==> src/rtl/fetch_sequencer_pkg.sv <==
// Shared definitions for the instruction fetch sequencer.
//   PC_W          : default word-address width of the instruction memory
//   INSTR_W       : default instruction width
//   HALT_SENTINEL : instruction word that stops fetching (all ones)
//   fsm_state_t   : fetch FSM state encoding (IDLE, FETCH, HALT)
package fetch_sequencer_pkg;

    localparam int PC_W    = 8;
    localparam int INSTR_W = 32;

    localparam logic [31:0] HALT_SENTINEL = 32'hFFFF_FFFF;

    typedef enum logic [1:0] {
        S_IDLE  = 2'd0,
        S_FETCH = 2'd1,
        S_HALT  = 2'd2
    } fsm_state_t;

endpackage

==> src/rtl/fetch_sequencer.sv <==
// Instruction fetch sequencer with a one-cycle fetch latency.
// Drives pc to a combinational instruction memory owned by the parent and
// registers the returned word into a single output slot.
//
// Ports:
//   clk, reset      : single clock, synchronous active-high reset
//   start, start_pc : one-cycle pulse that begins fetching at start_pc
//                     (honoured only in IDLE and HALT)
//   pc              : address presented to the instruction memory
//   instruction     : memory data for pc, valid in the same cycle
//   branch_taken,
//   branch_target   : redirect in FETCH; flushes the output slot
//   instr_out,
//   pc_out          : registered instruction and its address
//   valid_out       : output slot holds a live instruction
//   ready_in        : downstream accepts the slot this cycle
//   halted          : high while in HALT
//   fetch_count     : saturating count of accepted instructions
//   dbg_state       : current FSM state, for observation only
//
// Handshake: the output slot transfers on every cycle where valid_out and
// ready_in are both high. While valid_out is high and ready_in is low the
// slot and pc hold. A branch flush drops the slot even if it is being
// accepted in that same cycle; that acceptance still counts.
module fetch_sequencer #(
    parameter int PC_W    = fetch_sequencer_pkg::PC_W,
    parameter int INSTR_W = fetch_sequencer_pkg::INSTR_W
) (
    input  logic               clk,
    input  logic               reset,
    input  logic               start,
    input  logic [PC_W-1:0]    start_pc,
    output logic [PC_W-1:0]    pc,
    input  logic [INSTR_W-1:0] instruction,
    input  logic               branch_taken,
    input  logic [PC_W-1:0]    branch_target,
    output logic [INSTR_W-1:0] instr_out,
    output logic [PC_W-1:0]    pc_out,
    output logic               valid_out,
    input  logic               ready_in,
    output logic               halted,
    output logic [15:0]        fetch_count,
    output logic [1:0]         dbg_state
);

    import fetch_sequencer_pkg::*;

    fsm_state_t         r_state;
    logic [PC_W-1:0]    r_pc;
    logic [INSTR_W-1:0] r_instr;
    logic [PC_W-1:0]    r_pc_out;
    logic               r_valid;
    logic               r_halted;
    logic [15:0]        r_count;

    fsm_state_t         w_state_n;
    logic [PC_W-1:0]    w_pc_n;
    logic [INSTR_W-1:0] w_instr_n;
    logic [PC_W-1:0]    w_pc_out_n;
    logic               w_valid_n;
    logic               w_halted_n;
    logic               w_advance;
    logic               w_is_sentinel;
    logic               w_accept;

    // The halt sentinel is the all-ones word at any instruction width.
    assign w_is_sentinel = &instruction;
    assign w_advance     = !r_valid || ready_in;
    assign w_accept      = r_valid && ready_in;

    always_comb begin
        w_state_n  = r_state;
        w_pc_n     = r_pc;
        w_instr_n  = r_instr;
        w_pc_out_n = r_pc_out;
        w_valid_n  = r_valid;
        w_halted_n = r_halted;

        case (r_state)
            S_IDLE, S_HALT: begin
                w_valid_n = 1'b0;
                if (start) begin
                    w_pc_n     = start_pc;
                    w_halted_n = 1'b0;
                    w_state_n  = S_FETCH;
                end
            end

            S_FETCH: begin
                // A redirect outranks stall and sentinel detection: the
                // word at the old pc is discarded, leaving one bubble.
                if (branch_taken) begin
                    w_pc_n    = branch_target;
                    w_valid_n = 1'b0;
                end else if (w_advance) begin
                    if (w_is_sentinel) begin
                        // pc stays on the sentinel address.
                        w_valid_n  = 1'b0;
                        w_halted_n = 1'b1;
                        w_state_n  = S_HALT;
                    end else begin
                        w_instr_n  = instruction;
                        w_pc_out_n = r_pc;
                        w_valid_n  = 1'b1;
                        w_pc_n     = r_pc + PC_W'(1);
                    end
                end
            end

            default: begin
                w_state_n = S_IDLE;
                w_valid_n = 1'b0;
            end
        endcase
    end

    always_ff @(posedge clk) begin
        if (reset) begin
            r_state  <= S_IDLE;
            r_pc     <= '0;
            r_instr  <= '0;
            r_pc_out <= '0;
            r_valid  <= 1'b0;
            r_halted <= 1'b0;
        end else begin
            r_state  <= w_state_n;
            r_pc     <= w_pc_n;
            r_instr  <= w_instr_n;
            r_pc_out <= w_pc_out_n;
            r_valid  <= w_valid_n;
            r_halted <= w_halted_n;
        end
    end

    always_ff @(posedge clk) begin
        if (reset) begin
            r_count <= '0;
        end else if (w_accept && (r_count != 16'hFFFF)) begin
            r_count <= r_count + 16'd1;
        end
    end

    assign pc          = r_pc;
    assign instr_out   = r_instr;
    assign pc_out      = r_pc_out;
    assign valid_out   = r_valid;
    assign halted      = r_halted;
    assign fetch_count = r_count;
    assign dbg_state   = r_state;

endmodule

==> config.mk <==
export PLATFORM = sky130hd
export DESIGN_NAME = fetch_sequencer
export DESIGN_NICKNAME = d
export VERILOG_FILES = /design/src/rtl/fetch_sequencer_pkg.sv /design/src/rtl/fetch_sequencer.sv
export SDC_FILE = /design/constraint.sdc
export NUM_CORES = 1
export LEC_CHECK = 0
export BUFFER_PORTS_ARGS = -buffer_cell sky130_fd_sc_hd__clkbuf_2
export CORE_MARGIN = 5
export CORE_UTILIZATION = 35
export CTS_CLUSTER_SIZE = 24
export DETAILED_ROUTE_END_ITERATION = 16
export PLACE_DENSITY_LB_ADDON = 0.1
export SYNTH_ARGS = -nofsm -noshare
export SYNTH_HDL_FRONTEND = slang
export SYNTH_SLANG_ARGS = --single-unit
==> constraint.sdc <==
create_clock -name clk -period 2.3 [get_ports clk]
set_clock_uncertainty 0.1 [all_clocks]
set_input_delay 0.115 -clock clk [delete_from_list [all_inputs] [get_ports clk]]
set_output_delay 0.115 -clock clk [all_outputs]
set_load 0.1 [all_outputs]
Word level (Yosys, flattened, before mapping) --
Cells that the tools add are included.
Operators by class: add/sub/neg operators 2, eq/ne operators 9, mux-type cells 16, bitwise gates (word level) 3, reductions and logical operators 13
Operators by type and width (number):
- $mux 8 | 4
- $reduce_and 32->1 | 1
- $add 16x1->16 const B | 1
- $ne 16x16->1 const B | 1
- $pmux 8 s2 | 1
- $reduce_and 4->1 | 3
- $add 8x1->8 const B | 1
- $mux 2 | 4
- $ne 2x2->1 const B | 4
- $ne 3x3->1 const B | 2
- $mux 1 | 5
- $reduce_and 5->1 | 1
- $pmux 2 s2 | 1
- $not 1->1 | 3
- $reduce_or 3->1 | 1
- $eq 2x1->1 const B | 1
- $eq 2x2->1 const B | 1
- $logic_and 1x1->1 | 2
- $logic_not 2->1 | 1
- $pmux 1 s2 | 1
- $reduce_bool 2->1 | 1
- $reduce_or 2->1 | 1
- $logic_not 1->1 | 1
- $logic_or 1x1->1 | 1
Storage, ports and cells: flip-flop bits (word level) 68, input port bits 53, logic and storage cells 50

Logic depth before layout (Yosys ltp) --
Gate-level depths: netlist of run 1.
depth in word-level cells 5, gate-level depth with buffers 7, gate-level depth less buffers 6

Worst setup path before layout of run 1 --
OpenSTA, ideal clock, no wires.
path type reg-to-reg, start point reg r_count[0], in the netlist fetch_count[0], end point reg r_count[5], in the netlist fetch_count[5], setup time 0.121 ns, data arrival time 2.312 ns, data required time 2.079 ns, path slack -0.233 ns, stages on the path, launching flop included 7, buffers on the path 0, period minus slack after synthesis 2.533 ns, path through dfxtp_1 -> ha_1 -> nand2_1 -> nor4b_4 -> a21oi_1 -> nand3_1 -> mux2_2
On the way: word-level cells in the longest chain between the ends 2, elaborated cells on any way between the ends 3
RTL lines:
- start: declaration | line fetch_sequencer.sv:54 | logic [15:0] r_count;
- start signal: assignment | line fetch_sequencer.sv:139 | r_count <= r_count + 16'd1;
- parallel branches: the longest is 2 deep, another holds $add 16x1->16
Parallel ways; which one is timed is not known. A chain may end at the register's enable or synchronous reset.

Worst setup path after layout of run 1 --
start point in instruction[24], end point reg r_instr[22], in the netlist instr_out[22]
On the way: word-level cells in the longest chain between the ends 3
RTL lines:
- start: declaration | line fetch_sequencer.sv:34 | input logic [INSTR_W-1:0] instruction,
- $reduce_and 32->1 | line fetch_sequencer.sv:67 | assign w_is_sentinel = &instruction;
- $not 1->1 (no source line)
- $reduce_and 4->1 (no source line)
- end signal: assignment | line fetch_sequencer.sv:128 | r_instr <= w_instr_n;
- end: declaration | line fetch_sequencer.sv:50 | logic [INSTR_W-1:0] r_instr;
Every way passes these cells.

==> run summary, run 1 <==
Total global-route track usage: 16.4%
DR WL/cell: 14.5 µm
Layout cells sized above 1: 33.7%
Post-Syn Area: 3090 µm²
Num CTS Buffers: 9
Syn_nets: 392
Initial core utilization: 35.7%
Post-synth cell types: 47
Setup TNS: 0 ns
Top cells by count, synth: dfxtp_1, nor2_1, mux2i_1, nand2_1, xnor2_1
Cells after synthesis: 337
Cell area after layout: 4440 µm²
Synth Area in Adders: 0.809%
Ys async rst share: 0%
Drt drc: 0
Synth Area in Compound Gates: 11.2%
LEAKAGE: 1.90 nW
Via count: 2948
Ports: 121
Clock transition at path regs: 0.08 ns
# Max-Cap Violations: 0
Die W: 104 µm
CTS tree: yes
Drt total wl: 8800 µm
Ys Warns: 0
Pin count of the biggest net entering global routing: 53
Clk buf depth: 2
Placed cell area: 3840 µm²
DRT antenna net count: 0
Least-Margin Pin Slew: 0.567 ns
Crit. End Element: flop
Core area: 8680 µm²
Die area: 10800 µm²
Crit-path max FO: 36
Post-route non-filler standard cell count: 607
Crit path kind: in2reg
Setup violation total in the final timing report: 0
Area contributors post-synth: dfxtp_1, mux2i_1, nor2_1
Achievable frequency: 0.495 GHz
Slew headroom: 62.4%
Biggest area consumer among synthesized cells: dfxtp_1
Final WS setup: 0.281 ns
Share of the synthesized area in the top cell type: 44.0%
Most common cell in the netlist: dfxtp_1
CP startpoint: instruction[24]
Vias in the first global route: 3004
Worst hold slack: 0.0193 ns
Die Ht: 104 µm
Area Overhead vs Synth: 43.5%
Worst Hold Launch: start_pc[0]
Pwr/cell area: 688 nW/µm²
Fillers: 859
Post-synth EDFFs: 0
Total power: 3.06 mW
Post-DP HPWL: 6160 µm
Avg Vias per Cell: 4.86
Mux contribution to synthesized area: 14.3%
Hold Buf Count CTS: 38
CP arrival: 2.14 ns
Postcts setup bufs: 0
Clock latency at the later pin of the worst-skew pair: 0.33 ns
TritonCTS Sinks: 68
RSZ-0062 raised after global routing: no
Final slew viol count: 0
Final Hold Fails: 0
Synth Register Bits: 68
Pre-CTS WS: 0.432 ns
Placed Cells: 553
Xor/xnor cell area share of the yosys netlist: 4.25%
1st-iter DRT viols: 60
Worst IR drop on VDD: 0.321 mV
Nature of the critical path startpoint: input port
Avg Cell Area, Syn: 9.18 µm²
Site row count: 34
Required @ worst endpoint: 2.42 ns
Number of port buffers: 120
Post-synthesis sequential area ratio: 44.0%
Fin crit share: 87.8%
Gpl congestion: 0.753
First-pass GRT wire length: 14700 µm
CTS root buffer: clkbuf_8
R2R Path Start: fetch_count[0]$_SDFFE_PP0P_
Area of the multi-input gates: 1620 µm²
Ys flop type: dfxtp_1
Largest family of logic cells by synthesized area: simple AND/OR/NAND/NOR gates
Register area: 1380 µm²
Detailed Routing Iterations Pass 1: 4
CTS HTree Levels: 3
Final Critical Period: 2.02 ns
Post-layout util: 51.2%
Initial antenna violation count: 0
Antenna cell count: 0
Nets: 549
Reg2Reg Setup Slack: 0.41 ns
Post-cts repair resize count: 0
Simple-Gate Fraction of Synth Area: 21.5%
Status: finished, final reports clean
Worst Hold Class: in2reg
Gr ovfl total: 0
-- layout by cell type (no fill, tap or decap), types with 2 or more instances in the layout --
cell,Yosys,layout
o21ai_0,9,9
nand3_1,7,7
dfxtp_2,0,14
ha_1,2,2
and2_1,2,2
and4_1,2,2
bufinv_16,0,2
nand4_1,10,10
mux2i_1,43,43
dfxtp_1,68,54
xor2_1,3,3
nor2_1,64,64
and3_1,3,3
o31a_1,2,2
a31o_2,2,2
a311oi_1,6,6
nor4_4,2,2
nand2_1,27,27
o211ai_1,2,2
dlygate4sd3_1,0,38
nor2b_1,4,4
clkbuf_2,0,120
xnor2_1,12,12
clkbuf_8,0,9
buf_12,0,2
nor3_1,2,2
a211oi_1,3,3
a21oi_1,10,10
clkinvlp_4,0,2
nand2b_1,4,4
buf_4,4,6
a2111oi_2,3,2
inv_1,6,6
or3_1,3,3
-- registers in the layout (all words and copies together) (netlist names) --
register / flops
pc: 8
dbg_state: 2
valid_out: 1
halted: 1
pc_out: 8
instr_out: 32
fetch_count: 16
-- cell families after synthesis --
logic type | Yosys count
fa+ha+maj | 2
flops | 68
simple gates | 135
compound gates | 47
mux | 44
xor+xnor | 15
buf+inv | 26
-- where the power goes --
group | total [mW] | leakage (nW) | internal (mW) | switching (mW)
clock network | 1.08 | 0.102 | 0.611 | 0.467
logic | 0.707 | 1.24 | 0.195 | 0.512
registers | 1.27 | 0.559 | 1.23 | 0.0457
-- path summary, 6_finish.rpt --
check,to,cells after the start
worst max-delay path,instr_out[22]$_SDFFE_PP0P_,8
worst min-delay path,pc[0]$_SDFFE_PP0P_,3
worst max register to register,fetch_count[5]$_SDFFE_PP0P_,6
worst min register to register,instr_out[18]$_SDFFE_PP0P_,2
-- critical path, cell delays in order --
cell and delay, ns:
dlygate4sd3_1 0.55, clkbuf_2 0.12, nand4_1 0.16, nor4_4 0.51, a2111oi_4 0.17, buf_12 0.23, mux2i_1 0.20, nor2_1 0.06
-- cell type report --
class	instances	share of cell area (%)
Inverter	6	0.507
Tap cell	108	3.04
Sequential cell	68	31.1
Timing Repair Buffer	166	24.0
Clock inverter	6	2.00
Clock buffer	10	2.87
Multi-Input combinational cell	243	36.5
-- layer usage --
metal  wire length, µm  vias up  part of all wire [%]  global-route usage (%)
met3               430       18                   4.9                    4.78
met5                 0        -                     0                       0
met2              4240       77                    48                    26.8
li1                  -     1496                     -                       -
met4               244        0                   2.8                    8.51
met1              3880     1357                    44                    19.4
No activity file was read; power rests on OpenSTA's default activity.
==> run 2: changes to the inputs <==
--- a/config.mk
+++ b/config.mk
@@ -7,7 +7,7 @@
 export LEC_CHECK = 0
 export BUFFER_PORTS_ARGS = -buffer_cell sky130_fd_sc_hd__clkbuf_2
 export CORE_MARGIN = 5
-export CORE_UTILIZATION = 35
+export CORE_UTILIZATION = 49
 export CTS_CLUSTER_SIZE = 24
 export DETAILED_ROUTE_END_ITERATION = 16
 export PLACE_DENSITY_LB_ADDON = 0.1
==> run summary, run 2 (synthesis gave the netlist of run 1 again) <==
Status: finished, final reports clean
Final slew viol count: 0
LEAKAGE: 1.90 nW
Total global-route track usage: 21.4%
Crit. End Element: flop
Gpl congestion: 0.804
Initial antenna violation count: 0
Vias in the first global route: 2909
Site row count: 29
Least-Margin Pin Slew: 0.690 ns
Internal: 1.97 mW
Switching Share: 32.9%
TritonCTS Sinks: 68
CP arrival: 2.17 ns
First-pass GRT wire length: 13300 µm
Sequential fraction of design power: 43.4%
Setup TNS: 0 ns
DRT antenna net count: 0
CTS tree: yes
Gr ovfl total: 0
CTS root buffer: clkbuf_8
Achievable frequency: 0.499 GHz
Nature of the critical path startpoint: input port
Pin count of the biggest net entering global routing: 36
Drt drc: 0
CTS HTree Levels: 3
Area Overhead vs Synth: 41.2%
Crit path kind: in2reg
Die area: 8000 µm²
Final Critical Period: 2.00 ns
Drt total wl: 8260 µm
FF-to-FF path depth: 6
Worst Hold Launch: branch_taken
Fin crit share: 87.1%
Required @ worst endpoint: 2.46 ns
Num CTS Buffers: 9
# Max-Cap Violations: 0
Clk buf depth: 2
Core area: 6240 µm²
Detailed Routing Iterations Pass 1: 4
Most frequent cells in the layout: clkbuf_2, nor2_1, dfxtp_1, mux2i_1, dlygate4sd3_1
Post-DP HPWL: 5690 µm
Reg-to-Reg End: fetch_count[5]$_SDFFE_PP0P_
1st-iter DRT viols: 95
Final Hold Fails: 0
Post-cts repair resize count: 0
Hold Buf Count CTS: 38
Crit-path max FO: 5
Worst IR drop on VDD: 0.555 mV
Largest register FFs: 32
Layout cells sized above 1: 33.5%
Worst Hold Class: in2reg
Post-layout util: 70.0%
Postcts setup bufs: 0
Clock latency at the later pin of the worst-skew pair: 0.33 ns
Nets: 550
Slew headroom: 54.0%
DR WL/cell: 14.4 µm
Pwr/cell area: 670 nW/µm²
Via count: 3019
Worst hold path depth: 2
Die W: 89.5 µm
RSZ-0062 raised after global routing: no
Antenna cell count: 0
Setup violation total in the final timing report: 0
Fillers: 498
Clock transition at path regs: 0.06 ns
Clk pwr share: 32.6%
NetSw: 0.963 mW
Initial core utilization: 49.6%
Number of port buffers: 120
R2R Path Start: fetch_count[0]$_SDFFE_PP0P_
Die Ht: 89.5 µm
Most common cell after layout, fill and taps aside: clkbuf_2
Ports: 121
Hold Crit Endpoint: valid_out$_SDFFE_PP0P_
Comb power frac: 23.9%
Reg2Reg Setup Slack: 0.33 ns
Avg Vias per Cell: 5.25
==> run 2: cell types whose count changed in the layout (fill, tap and decap cells not counted), sizes merged <==
cell      previous run  this run
buf                  8         9
bufinv               2         1
clkbuf             130       132
clkinv               2         1
clkinvlp             2         0
==> run 2: power by group through the flow <==
| stage | Clock [mW] | Combinational (mW) | Sequential, mW |
|---|---|---|---|
| 5_1_grt | 1.04 | 0.744 | 1.28 |
| 4_1_cts | 0.982 | 0.702 | 1.27 |
| 3_3_place_gp | 0 | 0.647 | 1.30 |
| 6_report | 0.957 | 0.701 | 1.27 |
| 3_5_place_dp | 0 | 0.650 | 1.30 |
| 2_1_floorplan | 0 | 0.171 | 1.63 |
==> run 2: how the worst max path moves through the flow <==
stage	end	depth (start not counted)	slack (ns)	startpoint
after floorplan	pc[6]$_SDFFE_PP0P_	4	0.02	pc[2]$_SDFFE_PP0P_
after global placement	fetch_count[5]$_SDFFE_PP0P_	6	0.40	fetch_count[0]$_SDFFE_PP0P_
after detailed placement	fetch_count[5]$_SDFFE_PP0P_	6	0.36	fetch_count[0]$_SDFFE_PP0P_
after CTS	dbg_state[1]$_SDFFE_PP0P_	7	0.33	instruction[30]
after global routing	fetch_count[5]$_SDFFE_PP0P_	6	0.12	fetch_count[0]$_SDFFE_PP0P_
final	dbg_state[1]$_SDFFE_PP0P_	7	0.30	instruction[27]
==> run 2: cell type report <==
class	count	area [µm²]	share of cell area, %
Multi-Input combinational cell	243	1620	37.1
Clock inverter	2	35.0	0.802
Inverter	6	22.5	0.515
Timing Repair Buffer	167	1060	24.3
Tap cell	77	96.3	2.20
Sequential cell	68	1380	31.5
Clock buffer	12	155	3.55
==> run 2: critical path, cell delays in order <==
cell and delay, ns:
dlygate4sd3_1 0.54, clkbuf_2 0.12, nand4_1 0.16, nor4_4 0.50, nand2_1 0.12, or4_1 0.48, a21oi_1 0.12
==> run 2: metrics by stage <==
| step | area, µm² | cells | hold slack (ns) | setup WS (ns) | power (mW) |
|---|---|---|---|---|---|
| after floorplan | 3110 | 337 | 0.162 | 0.0220 | 1.80 |
| after global placement | 3800 | 523 | 0.264 | 0.399 | 1.94 |
| after detailed placement | 3800 | 523 | 0.275 | 0.359 | 1.95 |
| after CTS | 4370 | 575 | 0.00174 | 0.328 | 2.96 |
| after global routing | 4370 | 575 | 0.00915 | 0.124 | 3.06 |
| final | 4370 | 575 | 0.0105 | 0.298 | 2.93 |
==> run 2: metal layers <==
layer  wire, µm  vias up  GRT usage [%]
met3        477       13           4.52
met5          0        -              0
met2       4140       99           37.0
li1           -     1507              -
met4        150        0           8.12
met1       3490     1400           25.8
